==> config.mk <==
export PLATFORM = sky130hd
export DESIGN_NAME = mem_access_unit
export DESIGN_NICKNAME = d
export VERILOG_FILES = /design/src/rtl/mem_access_unit.sv
export SDC_FILE = /design/constraint.sdc
export NUM_CORES = 1
export LEC_CHECK = 0
export CAP_MARGIN = 20
export CORE_ASPECT_RATIO = 1.5
export CORE_UTILIZATION = 40
export CTS_CLUSTER_DIAMETER = 60
export DETAILED_ROUTE_END_ITERATION = 10
export PLACE_DENSITY = 0.78
export SLEW_MARGIN = 20
export SYNTH_ARGS = -nofsm -noshare
export SYNTH_HDL_FRONTEND = slang
export SYNTH_SLANG_ARGS = --single-unit
==> constraint.sdc <==
create_clock -name CLK -period 2.6 [get_ports CLK]
set_input_delay 0.52 -clock CLK [delete_from_list [all_inputs] [get_ports CLK]]
set_output_delay 0.52 -clock CLK [all_outputs]
set_load 0.01 [all_outputs]
==> src/rtl/mem_access_unit.sv <==
// Data-memory initiator for the multicycle CPU: loads, stores, sub-word RMW.
// Define MAU_SUBWORD_EN to enable byte/halfword access; otherwise word-only.
module mem_access_unit #(
    parameter int MEM_BYTES = 64
) (
    input  logic        CLK,
    input  logic        Reset,
    input  logic        req,
    input  logic        we,
    input  logic [1:0]  size,
    input  logic        sign,
    input  logic [31:0] addr,
    input  logic [31:0] wdata,
    output logic        busy,
    output logic        done,
    output logic        err,
    output logic [31:0] rdata,
    output logic        RD,
    output logic        WR,
    output logic [31:0] address,
    output logic [31:0] writeData,
    input  logic [31:0] dataout
);

    typedef enum logic [2:0] {
        IDLE,
        RD_ISSUE,
        RD_CAPTURE,
        WR_ISSUE,
        DONE
    } state_t;

    state_t      state;
    logic        size_ok;
    logic        misalign;
    logic        range_bad;
    logic        req_bad;
    logic [31:0] load_val;

    always_comb begin
`ifdef MAU_SUBWORD_EN
        size_ok = (size != 2'b11);
`else
        size_ok = (size == 2'b10);
`endif
        misalign  = ((size == 2'b01) && addr[0]) ||
                    ((size == 2'b10) && (addr[1:0] != 2'b00));
        range_bad = (addr > 32'(MEM_BYTES - 1));
        req_bad   = !size_ok || misalign || range_bad;
    end

`ifdef MAU_SUBWORD_EN
    logic        we_q;
    logic        sign_q;
    logic [1:0]  size_q;
    logic [1:0]  off_q;
    logic [15:0] wdata_q;
    logic [4:0]  sh;
    logic [7:0]  lane_b;
    logic [15:0] lane_h;
    logic [31:0] merge;

    // Lane k sits at bits 31-8k..24-8k, so the bit offset is (3-k)*8.
    always_comb begin
        sh       = {~off_q, 3'b000};
        lane_b   = dataout[sh +: 8];
        lane_h   = off_q[1] ? dataout[15:0] : dataout[31:16];
        load_val = dataout;
        merge    = dataout;
        unique case (1'b1)
            (size_q == 2'b00): begin
                load_val      = {{24{sign_q & lane_b[7]}}, lane_b};
                merge[sh +: 8] = wdata_q[7:0];
            end
            (size_q == 2'b01): begin
                load_val = {{16{sign_q & lane_h[15]}}, lane_h};
                if (off_q[1])
                    merge[15:0] = wdata_q;
                else
                    merge[31:16] = wdata_q;
            end
            default: ;
        endcase
    end
`else
    assign load_val = dataout;
`endif

    always_ff @(posedge CLK or negedge Reset) begin
        if (!Reset) begin
            state     <= IDLE;
            busy      <= 1'b0;
            done      <= 1'b0;
            err       <= 1'b0;
            RD        <= 1'b0;
            WR        <= 1'b0;
            rdata     <= 32'd0;
            address   <= 32'd0;
            writeData <= 32'd0;
`ifdef MAU_SUBWORD_EN
            we_q      <= 1'b0;
            sign_q    <= 1'b0;
            size_q    <= 2'b00;
            off_q     <= 2'b00;
            wdata_q   <= 16'd0;
`endif
        end else begin
            done <= 1'b0;
            err  <= 1'b0;
            case (state)
                IDLE: begin
                    if (req) begin
                        busy    <= 1'b1;
                        address <= {addr[31:2], 2'b00};
`ifdef MAU_SUBWORD_EN
                        we_q    <= we;
                        sign_q  <= sign;
                        size_q  <= size;
                        off_q   <= addr[1:0];
                        wdata_q <= wdata[15:0];
`endif
                        if (req_bad) begin
                            state <= DONE;
                            done  <= 1'b1;
                            err   <= 1'b1;
                        end else if (!we || (size != 2'b10)) begin
                            state <= RD_ISSUE;
                            RD    <= 1'b1;
                        end else begin
                            state     <= WR_ISSUE;
                            WR        <= 1'b1;
                            writeData <= wdata;
                        end
                    end
                end
                RD_ISSUE: begin
                    state <= RD_CAPTURE;
                end
                RD_CAPTURE: begin
                    RD <= 1'b0;
`ifdef MAU_SUBWORD_EN
                    if (we_q) begin
                        state     <= WR_ISSUE;
                        WR        <= 1'b1;
                        writeData <= merge;
                    end else begin
                        state <= DONE;
                        done  <= 1'b1;
                        rdata <= load_val;
                    end
`else
                    state <= DONE;
                    done  <= 1'b1;
                    rdata <= load_val;
`endif
                end
                WR_ISSUE: begin
                    WR    <= 1'b0;
                    state <= DONE;
                    done  <= 1'b1;
                end
                DONE: begin
                    busy  <= 1'b0;
                    state <= IDLE;
                end
                default: begin
                    state <= IDLE;
                    busy  <= 1'b0;
                    RD    <= 1'b0;
                    WR    <= 1'b0;
                end
            endcase
        end
    end

endmodule
==> results.cfg, run 1 <==
[status]
outcome = finished clean

[worst_setup_path]
path_max_fanout = 32
cp_slowest_cell = clkdlybuf4s50_1
end_kind = flip-flop
crit_path_start_kind = primary input
rr_worst_depth = 5
path_class = primary input to flip-flop
worstPathArrival_ps = 2630
worstPathCellList = clkdlybuf4s50_1 -> nor4_1 -> buf_4 -> nand4_1 -> nor4b_4 -> buf_12 -> mux2_2
crit_path_max_incr_delay_ps = 440
cp.required_ps = 2820

[floorplanning]
die_y_um = 123.6
fp.dieArea_um2 = 10260
num_rows = 44
die_w_um = 83.05
io_pins = 204
start_util_pct = 40.91
coreArea_um2 = 9634

[route]
routed_wl_mm = 9.633
via_per_inst = 4.866
drc = 0
ant_nets = 0
wl_per_cell_um = 15.22
vias = 3080
drt_pass1_iterations = 4
drt_iter0_markers = 57

[sta]
grt_setup_unrepaired = false
clock_skew_ps = 4.359
max_freq_mhz = 414.8
hold_slack_ps = 208.4
period_needed_ps = 2411
finalHoldViolCount = 0
tns_ps = 0
fin_crit_sh_pct = 92.73
timing.slew.headroom_pct = 56.83
final-max-slew-violation-count = 0
setup_viol_count_final = 0
tightest_slew_ps = 647.5

[global_route]
grt_pass1_wl_mm = 15.74
antenna_found_initial = 0
grt_pass1_vias = 3173
overflow = 0
grt_use_total_pct = 19.40
grt_max_degree = 53

[layout]
fin_nets = 616
final_cell_area_um2 = 6401
final_cells = 633
drive_above_1_share_pct = 17.37
area_growth_pct = 62.41
num_antenna_cells = 0
filler_cell_count = 738

[yosys]
synthFlopType = dfrtp_1
netlist.area_leader.share_pct = 64.76
yosysTopAreaCell = dfrtp_1
yosysMostFrequentCell = dfrtp_1
ys_types = 26
yosys-top-cells-count = 102 x dfrtp_1, 91 x nand2_1, 61 x mux2_2
syn_avg_cell_area_um2 = 12.84
ys_seq_area_share_pct = 64.76
synth-seq-cells = 102
synth_edf_count = 0
synth_area_um2 = 3941
synthTopCellsByArea = dfrtp_1 65%, mux2_2 17%, nand2_1 8.7%
netlist_instances = 307
synthArstFlopShare_pct = 100.0
yosys_warnings = 0

[clock_tree]
clk_pin_slew_ps = 70
clockRootBuffer = clkbuf_16
htreeDepth = 3
clock-sinks = 102
cts.path.max_buffers = 2
cts_tree = built
cts_made_buffers = 9
post_cts_resized = 0
cts_setup_buffers = 0
clock_latency_ps = 330
hold_buffers = 0

[power]
vdd_drop_max_uv = 417.9
p_per_area_nw_per_um2 = 545.9
p_leak_nw = 3.003
finalPower_mw = 3.494

[placed_design]
dp_hpwl_mm = 7.320
dp_cells = 617
gp_congestion = 0.7837
placed_area_um2 = 6098
io_buffer_count = 200

[worst_hold_path]
holdCritPathClass = primary input to asynchronous set/reset pin

[flow_run]
max-cap-violations = 0
-- layout make-up --
cell class / instances / area [µm²] / area share [%]
clock buffer: 13 / 260.3 / 4.066
clock inverter: 3 / 42.54 / 0.6646
inverter: 2 / 7.507 / 0.1173
multi-input combinational: 188 / 1295 / 20.23
sequential: 102 / 2552 / 39.87
tap: 115 / 143.9 / 2.248
timing repair buffer: 210 / 2100 / 32.80
-- per-stage QoR --
step           utilization [%]  setup WS (ps)
2_1_floorplan                -          516.5
3_3_place_gp             63.30         -151.6
3_5_place_dp             63.30         -148.5
4_1_cts                  66.44          188.6
5_1_grt                  66.44          79.68
6_report                 66.44          189.1
-- worst max-delay path: cells and delay by family --
kind          cells  cell delay, ps
mux               1             360
buf+inv           3             860
simple gates      3             870
-- final timing paths --
kind / from / to / slack, ps
max: addr[11] / writeData[10] / 190
min: Reset / rdata[7] / 210
max reg2reg: state[2] / writeData[10] / 670
min reg2reg: address[6] / address[6] / 470
max in group asynchronous: Reset / rdata[17] / 1670
min in group CLK: address[6] / address[6] / 470
-- kinds of logic (layout without fill, tap and decap cells) --
kind of cell	count (synthesis)	in the layout	synth area share (%)
other	1	2	0.09515
DFF	102	102	64.76
buffers and inverters	18	228	2.603
AOI/OAI and AO/OA	8	8	1.397
and+or+nand+nor	113	113	12.60
muxes	65	65	18.54
-- report_power, final --
group / internal, mW / switching, mW
Clock: 0.798 / 0.545
Combinational: 0.280 / 0.182
Sequential: 1.65 / 0.0370
Total: 2.73 / 0.764
-- sequential cells by signal, indices dropped and copies added (netlist names) --
name / cells
RD: 1
address: 30
WR: 1
busy: 1
rdata: 32
state: 3
done: 1
err: 1
writeData: 32
-- cell usage in the layout, fill, tap and decap left out, types with 3 or more instances in the layout --
cell type and n:
nor2_1 4, mux2_1 3, buf_4 9, nor4_1 6, mux2_2 61, clkbuf_16 9
clkdlybuf4s50_1 199, nor3_1 3, dfrtp_1 102, nand2_1 91
-- per-layer routing --
| layer | vias to the layer above | routed length (µm) | GRT usage (%) |
|---|---|---|---|
| met5 | - | 0 | 0 |
| met4 | 0 | 174 | 7.651 |
| met3 | 14 | 564 | 4.440 |
| met2 | 130 | 5330 | 33.86 |
| met1 | 1501 | 3564 | 23.40 |
| li1 | 1435 | - | - |
No activity file was read; power rests on OpenSTA's default activity.
==> run 2: changes to the inputs <==
CORE_ASPECT_RATIO = not set   (was 1.5)
==> run 2 against run 1 <==
- fmax about the same
- hold slack about the same
- clock skew increased by 13 ps
- clock-buffer cell count decreased by 2
- final area decreased by 1.5%
- critical path depth unchanged
- critical endpoint is now writeData[30]
- largest power group unchanged
==> results.cfg, run 2 (synthesis results as in run 1) <==
[status]
outcome = finished clean

[worst_setup_path]
worstPathCellList = clkdlybuf4s50_1 -> nor4_1 -> buf_4 -> nand4_1 -> nor4b_4 -> buf_4 -> mux2_2
worstPathArrival_ps = 2640
reg2reg_to = writeData[30]
rr_worst_depth = 5
crit_path_start_kind = primary input
crit_path_max_incr_delay_ps = 450
cpMostUsedCell = buf_4
cp_top_family = simple AND/OR/NAND/NOR gates
rrSetupSlack_ps = 610
end_kind = flip-flop
worst_r2r_startpoint = state[2]
crit_buf_inv = 3
path_max_fanout = 10
cp.required_ps = 2830
cp_slowest_cell = clkdlybuf4s50_1
path_class = primary input to flip-flop

[flow_run]
max-cap-violations = 0

[layout]
final_cells = 645
filler_cell_count = 755
num_antenna_cells = 0
layout.cells.most_common = clkdlybuf4s50_1
ff_latch_area_um2 = 2552
fin_nets = 615
layout_common_cells = 199 x clkdlybuf4s50_1, 102 x dfrtp_1, 91 x nand2_1
multi_input_area_um2 = 1295
final_cell_area_um2 = 6305
top_regs = rdata (32), writeData (32), address (30)
drive_above_1_share_pct = 17.25
area_growth_pct = 59.97

[sta]
grt_setup_unrepaired = false
setup_viol_count_final = 0
clock_skew_ps = 17.15
finalHoldViolCount = 0
max_freq_mhz = 415.0
tightest_slew_ps = 688.2
hold_slack_ps = 208.3
timing.slew.headroom_pct = 54.12
tns_ps = 0
period_needed_ps = 2410
fin_crit_sh_pct = 92.69
final-max-slew-violation-count = 0

[route]
wl_per_cell_um = 14.81
drt_iter0_markers = 71
via_per_inst = 4.743
top_layer = met4
route.met2.wl_mm = 4.727
vias = 3059
drc = 0
routed-wl-met3_um = 698
ant_nets = 0
routed_wl_mm = 9.554
met1_length_mm = 3.936
drt_pass1_iterations = 4

[worst_hold_path]
holdCritPathClass = primary input to asynchronous set/reset pin

[clock_tree]
cts_setup_buffers = 0
clk_pin_slew_ps = 100
clock-sinks = 102
htreeDepth = 3
cts_made_buffers = 9
cts_tree = built
clock_latency_ps = 340
hold_buffers = 0
cts.path.max_buffers = 2
clockRootBuffer = clkbuf_8
post_cts_resized = 0

[floorplanning]
start_util_pct = 42.06
num_rows = 35
die_w_um = 101.3
fp.dieArea_um2 = 10250
coreArea_um2 = 9371
die_y_um = 101.3
io_pins = 204

[placed_design]
gp_congestion = 0.7621
io_buffer_count = 200
dp_cells = 630
dp_hpwl_mm = 7.196
placed_area_um2 = 6108

[power]
p_leak_nw = 2.949
vdd_drop_max_uv = 317.4
finalPower_mw = 3.145
p_per_area_nw_per_um2 = 498.8

[global_route]
grt_pass1_vias = 3066
grt_use_total_pct = 18.92
grt_max_degree = 56
overflow = 0
antenna_found_initial = 0
grt_pass1_wl_mm = 15.10
==> run 2: cell count changes in the layout (fill, tap and decap cells not counted), sizes merged <==
cell	previous run	this run
clkbuf	13	11
clkinv	1	0
buf	11	10
inv	2	4
==> run 2: how the worst max path moves through the flow <==
stage               slack [ps]             to  depth (start not counted)  startpoint
floorplan                  520  writeData[21]                          5    addr[11]
global placement          -170  writeData[28]                          7    addr[19]
detailed placement        -210  writeData[24]                          7    addr[19]
CTS                        170  writeData[24]                          7    addr[19]
global route                70  writeData[25]                          7    addr[19]
finish                     190  writeData[30]                          7    addr[19]
==> run 2: per-stage QoR <==
step                      setup WS (ps)  utilization (%)
after floorplan                   516.5                -
after global placement           -169.0            65.18
after detailed placement         -205.7            65.18
after CTS                         170.6            67.28
after global routing              74.72            67.28
final                             190.1            67.28
==> run 2: final cells by class <==
cell class,count,share of cell area (%)
Sequential cell,102,40.48
Timing Repair Buffer,209,33.18
Multi-Input combinational cell,188,20.54
Tap cell,129,2.560
Clock buffer,11,2.243
Clock inverter,4,0.8732
Inverter,2,0.1191
==> run 2: report_power, final <==
group / internal (mW) / total [mW] / switching, mW
clock network: 0.475 / 0.997 / 0.522
registers: 1.65 / 1.69 / 0.0382
logic: 0.279 / 0.459 / 0.180
total: 2.40 / 3.14 / 0.741
==> run 2: metal layers <==
| metal | up-vias | GRT usage [%] |
|---|---|---|
| met4 | 0 | 7.135 |
| li1 | 1438 | - |
| met5 | - | 0 |
| met1 | 1482 | 22.98 |
| met2 | 120 | 32.34 |
| met3 | 19 | 5.038 |
==> patch (flow settings as in run 1) <==
Add a define of `MAU_SUBWORD_EN`.
--- a/src/rtl/mem_access_unit.sv
+++ b/src/rtl/mem_access_unit.sv
@@ -1,5 +1,7 @@
 // Data-memory initiator for the multicycle CPU: loads, stores, sub-word RMW.
 // Define MAU_SUBWORD_EN to enable byte/halfword access; otherwise word-only.
+`define MAU_SUBWORD_EN
+
 module mem_access_unit #(
     parameter int MEM_BYTES = 64
 ) (
Check against the original RTL: not equivalent (Yosys sat finds a counterexample within 4 cycles, from zero or initial values and one cycle with Reset low).
==> patch against run 1 <==
Highest routed layer unchanged. Area after synthesis is 55% higher. Critical endpoint is now writeData[18]. Count of clock-buffer cells in the layout increased by 4. Synthesized cell count grew 86%. Power rose by 55%. Routed wire length increased by 99%. Core utilization is 6.0 points lower. Largest power group is now clock. Sequential power up 28%. Sequential share of layout area down 5.0 points. Worst setup slack improved by 0.043 ns. Combinational power grew 110%. Final area is 39% higher. Sequential cell count rose by 22. First-iteration DRC count rose to 6.6 times the old value.
==> patch: results (changes against run 1) <==
Route
  • Count of routing violations after the opening detailed-route iteration: 374 (was 57)
  • First-pass iteration count of the detailed router: 5 (was 4)
  • Drt via density: 5.52 (was 4.87)
  • Post-Route WL: 19200 um (was 9630 um)
  • Detail Route met3 WL: 1240 um (was 564 um)

Timing
  • Smallest hold slack: 0.0432 ns (was 0.208 ns)
  • Worst slew margin relative to its limit: 66.5% (was 56.8%)
  • Maximum clock skew at final layout: 0.00495 ns (was 0.00436 ns)

Final layout
  • Number of fillers in the final layout: 1265 (was 738)
  • Storage element area: 3100 um^2 (was 2550 um^2)
  • Net count reported at finish: 882 (was 616)
  • Fraction of final layout cells sized beyond drive strength 1: 16.5% (was 17.4%)

Power
  • Internal power of the cells: 3.89 mW (was 2.73 mW)
  • Part of the power in registers: 40.2% (was 48.3%)
  • Power in sequential cells: 2.17 mW (was 1.69 mW)
  • Leakage: 3.86 nW (was 3.00 nW)
  • Peak supply drop: 0.410 mV (was 0.418 mV)

Global routing
  • First-pass GRT wire length: 29800 um (was 15700 um)
  • Largest net degree at the start of global routing: 50 (was 53)
  • Met2 track demand over resource in global routing: 41.8% (was 33.9%)
  • Met3 Track Usage GR: 5.72% (was 4.44%)

Setup path
  • Critical path data arrival time: 2.67 ns (was 2.63 ns)
  • Crit Reg-Reg Startpoint: off_q[0] (was state[2])
  • Register-to-Register Setup Slack: 0.23 ns (was 0.67 ns)
  • Terminus of the critical flop-to-flop path: writeData[18] (was writeData[10])
  • Library cell contributing the largest single delay on the critical path: sky130_fd_sc_hd__dfrtp_1 (was sky130_fd_sc_hd__clkdlybuf4s50_1)
  • Largest fanout on the critical path: 8 (was 32)
  • Kind of cell adding the most delay to the critical path: compound AO/OA/AOI/OAI gates (was simple AND/OR/NAND/NOR gates)

Placement
  • Cell total after placement: 951 (was 617)
  • Sum of net half-perimeters after detailed placement: 14700 um (was 7320 um)
  • Placement Setup Slack: 0.00642 ns (was -0.148 ns)

Yosys
  • Post-synthesis cell type count: 46 (was 26)
  • Number of standard cells after synthesis: 570 (was 307)

Outcome
  • Result of the run: completed (unchanged)
[patch: changes by cell type after synthesis, moves of 21 or more]
cell                       delta
sky130_fd_sc_hd__a22oi_1     +26
sky130_fd_sc_hd__nor2_1      +88
sky130_fd_sc_hd__nand2_1     -57
sky130_fd_sc_hd__a221oi_1    +21
sky130_fd_sc_hd__a21oi_1     +55
sky130_fd_sc_hd__dfrtp_1     +22
[patch: cells by family after synthesis]
logic type,Yosys count,share of synthesized area [%]
fa+ha+maj,5,1.03
buf+inv,43,3.92
flops,124,50.9
simple gates,171,12.8
mux,90,16.5
compound gates,136,14.8
other cells,1,0.0615
[patch: area by class of cell]
type                    count  share of cell area [%]
diodes                      1                  0.0281
clock buffers              17                    4.77
clock inverters            15                    1.56
inverters                   5                   0.211
multi-input cells         404                    31.1
flip-flops and latches    124                    34.8
well taps                 196                    2.75
repair buffers            222                    24.7
